`config.mk`:
```
export PLATFORM = sky130hd
export DESIGN_NAME = clk_div_ctrl
export DESIGN_NICKNAME = d
export VERILOG_FILES = /design/src/rtl/clk_div_ctrl.sv
export SDC_FILE = /design/constraint.sdc
export NUM_CORES = 1
export LEC_CHECK = 0
export CAP_MARGIN = 40
export CORE_MARGIN = 5
export CORE_UTILIZATION = 51
export DETAILED_ROUTE_END_ITERATION = 6
export DONT_BUFFER_PORTS = 1
export PLACE_DENSITY_LB_ADDON = 0.3
export SYNTH_ARGS = -nofsm -noshare
export SYNTH_HDL_FRONTEND = slang
export SYNTH_SLANG_ARGS = --single-unit
```
`constraint.sdc`:
```
create_clock -name clk -period 4.5 [get_ports clk]
set_input_delay 1.125 -clock clk [delete_from_list [all_inputs] [get_ports clk]]
set_output_delay 1.125 -clock clk [all_outputs]
set_load 0.03 [all_outputs]
```
`src/rtl/clk_div_ctrl.sv`:
```
// clk_div_ctrl
// Arbitrating configuration controller for a single shared clk_divider.
// NREQ requesters post divide-ratio changes as level requests. The
// requests are granted round-robin, and each grant is applied with a fixed
// sequence: update rises, div changes SETUP_CYC cycles later, update falls
// HOLD_CYC cycles after that, and the winner receives a one-cycle ack
// SETTLE_CYC cycles later. A request for the ratio already applied skips
// the divider handshake and is acknowledged on the next cycle.
//
// Ports:
//   clk       system clock, all state changes on its rising edge
//   nRst      synchronous active-low reset
//   req       per-requester level request, held until the matching ack
//   req_div   requested ratios, slice i = req_div[32*i+31:32*i]
//   ack       one-cycle completion pulse to the granted requester
//   busy      high in any state other than IDLE
//   grant_id  index of the current or last granted requester
//   update    to clk_divider.update
//   div       to clk_divider.div
//   cur_div   ratio currently applied and settled

module clk_div_ctrl #(
  parameter int NREQ       = 4,
  parameter int SETUP_CYC  = 5,
  parameter int HOLD_CYC   = 5,
  parameter int SETTLE_CYC = 16
) (
  input  logic                 clk,
  input  logic                 nRst,
  input  logic [NREQ-1:0]      req,
  input  logic [32*NREQ-1:0]   req_div,
  output logic [NREQ-1:0]      ack,
  output logic                 busy,
  output logic [2:0]           grant_id,
  output logic                 update,
  output logic [31:0]          div,
  output logic [31:0]          cur_div
);

  // One down-counter is shared by every timed state, so it is sized for the
  // longest of the three phases.
  localparam int MAXC = (SETUP_CYC > HOLD_CYC)
                      ? ((SETUP_CYC > SETTLE_CYC) ? SETUP_CYC : SETTLE_CYC)
                      : ((HOLD_CYC  > SETTLE_CYC) ? HOLD_CYC  : SETTLE_CYC);
  localparam int CW   = (MAXC > 1) ? $clog2(MAXC) : 1;

  typedef enum logic [2:0] {
    IDLE,
    SETUP,
    LOAD,
    SETTLE,
    ACK
  } state_e;

  state_e          state_q, state_d;
  logic [CW-1:0]   cnt_q, cnt_d;
  logic [2:0]      ptr_q, ptr_d;
  logic [2:0]      grantId_q, grantId_d;
  logic [31:0]     target_q, target_d;
  logic [31:0]     div_q, div_d;
  logic [31:0]     curDiv_q, curDiv_d;

  logic            winFound;
  logic [2:0]      winIdx;
  logic [31:0]     winDiv;
  logic [2:0]      winNext;

  // Round-robin pick: the first set request at or above the pointer wins;
  // if none is found there, the search wraps and the lowest set request
  // wins. The second pass only runs when the first found nothing.
  always_comb begin
    winFound = 1'b0;
    winIdx   = 3'd0;
    winDiv   = 32'd0;
    for (int i = 0; i < NREQ; i++) begin
      if (!winFound && req[i] && (i >= int'(ptr_q))) begin
        winFound = 1'b1;
        winIdx   = 3'(i);
        winDiv   = req_div[32*i +: 32];
      end
    end
    for (int i = 0; i < NREQ; i++) begin
      if (!winFound && req[i]) begin
        winFound = 1'b1;
        winIdx   = 3'(i);
        winDiv   = req_div[32*i +: 32];
      end
    end
    winNext = (int'(winIdx) == NREQ - 1) ? 3'd0 : winIdx + 3'd1;
  end

  // Sequencer next-state logic. The target ratio is captured at grant time,
  // so later changes on req/req_div cannot disturb a sequence in flight.
  always_comb begin
    state_d   = state_q;
    cnt_d     = cnt_q;
    ptr_d     = ptr_q;
    grantId_d = grantId_q;
    target_d  = target_q;
    div_d     = div_q;
    curDiv_d  = curDiv_q;
    case (state_q)
      IDLE: begin
        if (winFound) begin
          grantId_d = winIdx;
          target_d  = winDiv;
          ptr_d     = winNext;
          if (winDiv == curDiv_q) begin
            // Ratio already applied: skip the divider handshake.
            state_d = ACK;
            cnt_d   = '0;
          end else begin
            state_d = SETUP;
            cnt_d   = CW'(SETUP_CYC - 1);
          end
        end
      end
      SETUP: begin
        if (cnt_q == '0) begin
          state_d = LOAD;
          cnt_d   = CW'(HOLD_CYC - 1);
          div_d   = target_q;
        end else begin
          cnt_d = cnt_q - CW'(1);
        end
      end
      LOAD: begin
        if (cnt_q == '0) begin
          state_d = SETTLE;
          cnt_d   = CW'(SETTLE_CYC - 1);
        end else begin
          cnt_d = cnt_q - CW'(1);
        end
      end
      SETTLE: begin
        if (cnt_q == '0) begin
          state_d  = ACK;
          cnt_d    = '0;
          curDiv_d = target_q;
        end else begin
          cnt_d = cnt_q - CW'(1);
        end
      end
      ACK: begin
        // No arbitration here; a request still high is seen in IDLE.
        state_d = IDLE;
        cnt_d   = '0;
      end
      default: begin
        state_d = IDLE;
        cnt_d   = '0;
      end
    endcase
  end

  always_ff @(posedge clk) begin
    if (!nRst) begin
      state_q   <= IDLE;
      cnt_q     <= '0;
      ptr_q     <= 3'd0;
      grantId_q <= 3'd0;
      target_q  <= 32'd0;
      div_q     <= 32'd0;
      curDiv_q  <= 32'd0;
    end else begin
      state_q   <= state_d;
      cnt_q     <= cnt_d;
      ptr_q     <= ptr_d;
      grantId_q <= grantId_d;
      target_q  <= target_d;
      div_q     <= div_d;
      curDiv_q  <= curDiv_d;
    end
  end

  // update spans exactly the SETUP and LOAD states, so it rises on the
  // grant edge and falls on the LOAD->SETTLE edge.
  always_comb begin
    ack = '0;
    for (int i = 0; i < NREQ; i++) begin
      ack[i] = (state_q == ACK) && (int'(grantId_q) == i);
    end
  end

  assign busy     = (state_q != IDLE);
  assign update   = (state_q == SETUP) || (state_q == LOAD);
  assign grant_id = grantId_q;
  assign div      = div_q;
  assign cur_div  = curDiv_q;

endmodule

```
==> flow_summary.json <==
{
  "status": "completed",
  "synth-seq-area-share_pct": 31.8,
  "syn_to_final_growth_pct": 6.03,
  "grt_usage_pct": 30.2,
  "critPathLaunchType": "primary input",
  "synth_top_cell_area_share_pct": 31.8,
  "portBuffers": 0,
  "dr.pass1.iters": 6,
  "ys_types": 72,
  "cts_setup_buffers": 0,
  "p_per_area_nw_per_um2": 563,
  "synth_edf_count": 0,
  "fin_cells": 1068,
  "finalMaxSlewViolations": 0,
  "grt_pass1_vias": 6501,
  "cp_max_fo": 12,
  "fmax_mhz": 268,
  "synth_top_family_by_area": "compound AO/OA/AOI/OAI gates",
  "dp.cells": 1053,
  "finalSetupViolCount": 0,
  "synth_fa_ha_area_share_pct": 0,
  "syn_inst": 929,
  "fin_setup_tns_ns": 0,
  "hold_class": "reg2reg",
  "ctsHoldBuffers": 0,
  "period_needed_ns": 3.74,
  "synth_compound_area_share_pct": 32.4,
  "initial_core_util_pct": 51.5,
  "sw_frac_of_total_pct": 43.2,
  "io_pins": 207,
  "dieArea_um2": 15600,
  "fp.dieW_um": 125,
  "intPower_mw": 2.28,
  "wl_per_cell_um": 22.9,
  "h-tree-depth": 3,
  "route.detailed.drc": 0,
  "clockBufferDepth": 2,
  "ys_seq_elements": 107,
  "fp-row-count": 42,
  "fin_skew_ns": 0.00716,
  "via_count": 7036,
  "synth_xor_area_share_pct": 1.56,
  "root_buffer": "clkbuf_16",
  "syn-num-nets": 1063,
  "synth_area_leaders": "dfxtp_1 32%, nand2_1 12%, a21boi_0 7.8%",
  "peakVddDrop_uv": 260,
  "synth_mux_area_share_pct": 1.58,
  "diodes": 0,
  "cts_tree": "yes",
  "ctsResizeCount": 0,
  "pwr-share-clk_pct": 21.2,
  "antenna_left": 0,
  "pwr-share-comb_pct": 40.9,
  "clk_pin_slew_ns": 0.07,
  "synthArstFlopShare_pct": 0,
  "die_y_um": 125,
  "cts_buffers": 9,
  "relSlewSlack_pct": 51.6,
  "initialDrtViolationCount": 854,
  "yosys_warnings": 0,
  "worstMarginPinSlew_ns": 0.719,
  "power_frac_seq_pct": 37.9,
  "crit_type": "in2reg",
  "p_leak_nw": 2.67,
  "cp-end-kind": "flop",
  "final_net_count": 1022,
  "antenna_found_initial": 0,
  "clock_latency_ns": 0.35,
  "grt_max_degree": 102,
  "switching_power_mw": 1.74,
  "critical_path_required_ns": 4.74,
  "grt_pass1_wl_um": 37700,
  "routabilityCongestion": 0.993,
  "synthSimpleGateAreaFrac_pct": 26.9,
  "wl_um": 24500,
  "finalCritPeriodShare_pct": 83.1,
  "synth-main-ff-cell": "dfxtp_1",
  "cap_violations": 0,
  "dp_hpwl_um": 18600,
  "grt_setup_unrepaired": "no",
  "core_area_um2": 13100,
  "synth_top_cell_by_area": "dfxtp_1",
  "cts_sinks": 107,
  "vias_per_cell": 6.59,
  "cp.arrival_ns": 3.98,
  "grt-ovfl-total": 0,
  "drive_gt1_share_pct": 6.95,
  "syn_avg_cell_area_um2": 7.26,
  "syn_area_um2": 6750,
  "hold_viol": 0
}
-- critical path: stages --
cell and delay [ns]:
nor2b_1 0.14, o21a_1 0.48, nor2_2 0.21, buf_4 0.24, a211o_1 0.30, a221oi_1 0.56
xnor2_1 0.18, nor4_1 0.25, and4_1 0.26, nand3_2 0.10, o211a_1 0.13
-- layout by cell type (no fill, tap or decap), drive strengths merged, types with 6 or more instances in the layout --
master | synthesis | layout
inv | 16 | 16
and3 | 15 | 15
a221oi | 11 | 11
buf | 24 | 22
nor2b | 12 | 12
nand3 | 35 | 35
o21a | 7 | 7
o22ai | 15 | 15
o211a | 17 | 17
nor3 | 20 | 20
o21ai | 35 | 35
a31oi | 7 | 7
a211oi | 16 | 16
a21o | 6 | 6
and2 | 11 | 11
clkbuf | 50 | 11
a211o | 11 | 11
dfxtp | 107 | 107
nor2 | 59 | 59
nand2 | 222 | 222
or3 | 8 | 8
a21oi | 57 | 57
a21boi | 70 | 70
xnor2 | 9 | 9
-- cell usage after synthesis (all sizes together) (6+ instances only) --
master    n
a211oi   16
a21o      6
or3       8
xnor2     9
a31oi     7
nor2b    12
o21a      7
o22ai    15
nand3    35
a221oi   11
a21oi    57
nor2     59
inv      16
and2     11
o21ai    35
a211o    11
a21boi   70
and3     15
nand2   222
nor3     20
buf      24
o211a    17
clkbuf   50
dfxtp   107
-- path summary, 6_finish.rpt --
path                             startpoint                        to  slack, ns  cells after the start
hold reg to reg   target_q[10]$_SDFFE_PN0P_  cur_div[10]$_SDFFE_PN0P_       0.48                      2
setup / recovery                     req[0]     cnt_q[2]$_SDFFE_PN0N_       0.76                     11
hold / removal    target_q[10]$_SDFFE_PN0P_  cur_div[10]$_SDFFE_PN0P_       0.48                      2
setup reg to reg      ptr_q[1]$_SDFFE_PN0P_     cnt_q[2]$_SDFFE_PN0N_       0.92                     10
-- flip-flops by register name, summed over array words and instances, names as in the netlist --
signal and flops:
ptr_q 2, cur_div 32, cnt_q 4, grant_id 2
target_q 32, div 32, state_q 3
-- cells by family (layout without fill, tap and decap cells) --
logic type / Yosys count / count (layout)
AO/OA/AOI/OAI: 302 / 302
buffers and inverters: 90 / 53
XOR/XNOR: 12 / 12
other: 1 / 1
flip-flops: 107 / 107
multiplexers: 10 / 10
AND/OR/NAND/NOR: 407 / 407
-- through the flow --
stage	setup WS, ns	hold WS [ns]	utilization, %	power (mW)	cell area (um2)
4_1_cts	0.876	0.482	54.7	4.01	7150
6_report	0.762	0.484	54.7	4.03	7150
3_3_place_gp	0.555	0.469	52.0	3.13	6800
2_1_floorplan	0.929	0.451	-	2.69	6750
5_1_grt	0.599	0.495	54.7	4.26	7150
3_5_place_dp	0.531	0.472	52.2	3.15	6830
-- cell type report --
| class | instances | area, um2 |
|---|---|---|
| fill | 1285 | 5930 |
| multi-input combinational | 732 | 4240 |
| sequential | 107 | 2140 |
| clock buffer | 11 | 253 |
| tap | 176 | 220 |
| timing repair buffer | 22 | 168 |
| clock inverter | 4 | 73.8 |
| inverter | 16 | 60.1 |
-- power groups by stage --
| stage | clock [mW] | sequential (mW) | combinational, mW |
|---|---|---|---|
| after floorplan | 0 | 1.43 | 1.26 |
| after global placement | 0 | 1.54 | 1.59 |
| after detailed placement | 0 | 1.55 | 1.60 |
| after CTS | 0.867 | 1.52 | 1.62 |
| after global routing | 0.910 | 1.56 | 1.79 |
| final | 0.852 | 1.53 | 1.65 |
-- metal layers --
metal	GRT usage, %	routed length [um]	up-vias
met5	0	0	-
met4	12.6	1150	0
met3	11.4	2680	75
met2	46.7	11100	402
met1	37.8	9530	3329
li1	-	-	3230
Note: power is estimated with default switching activity, not from simulation.
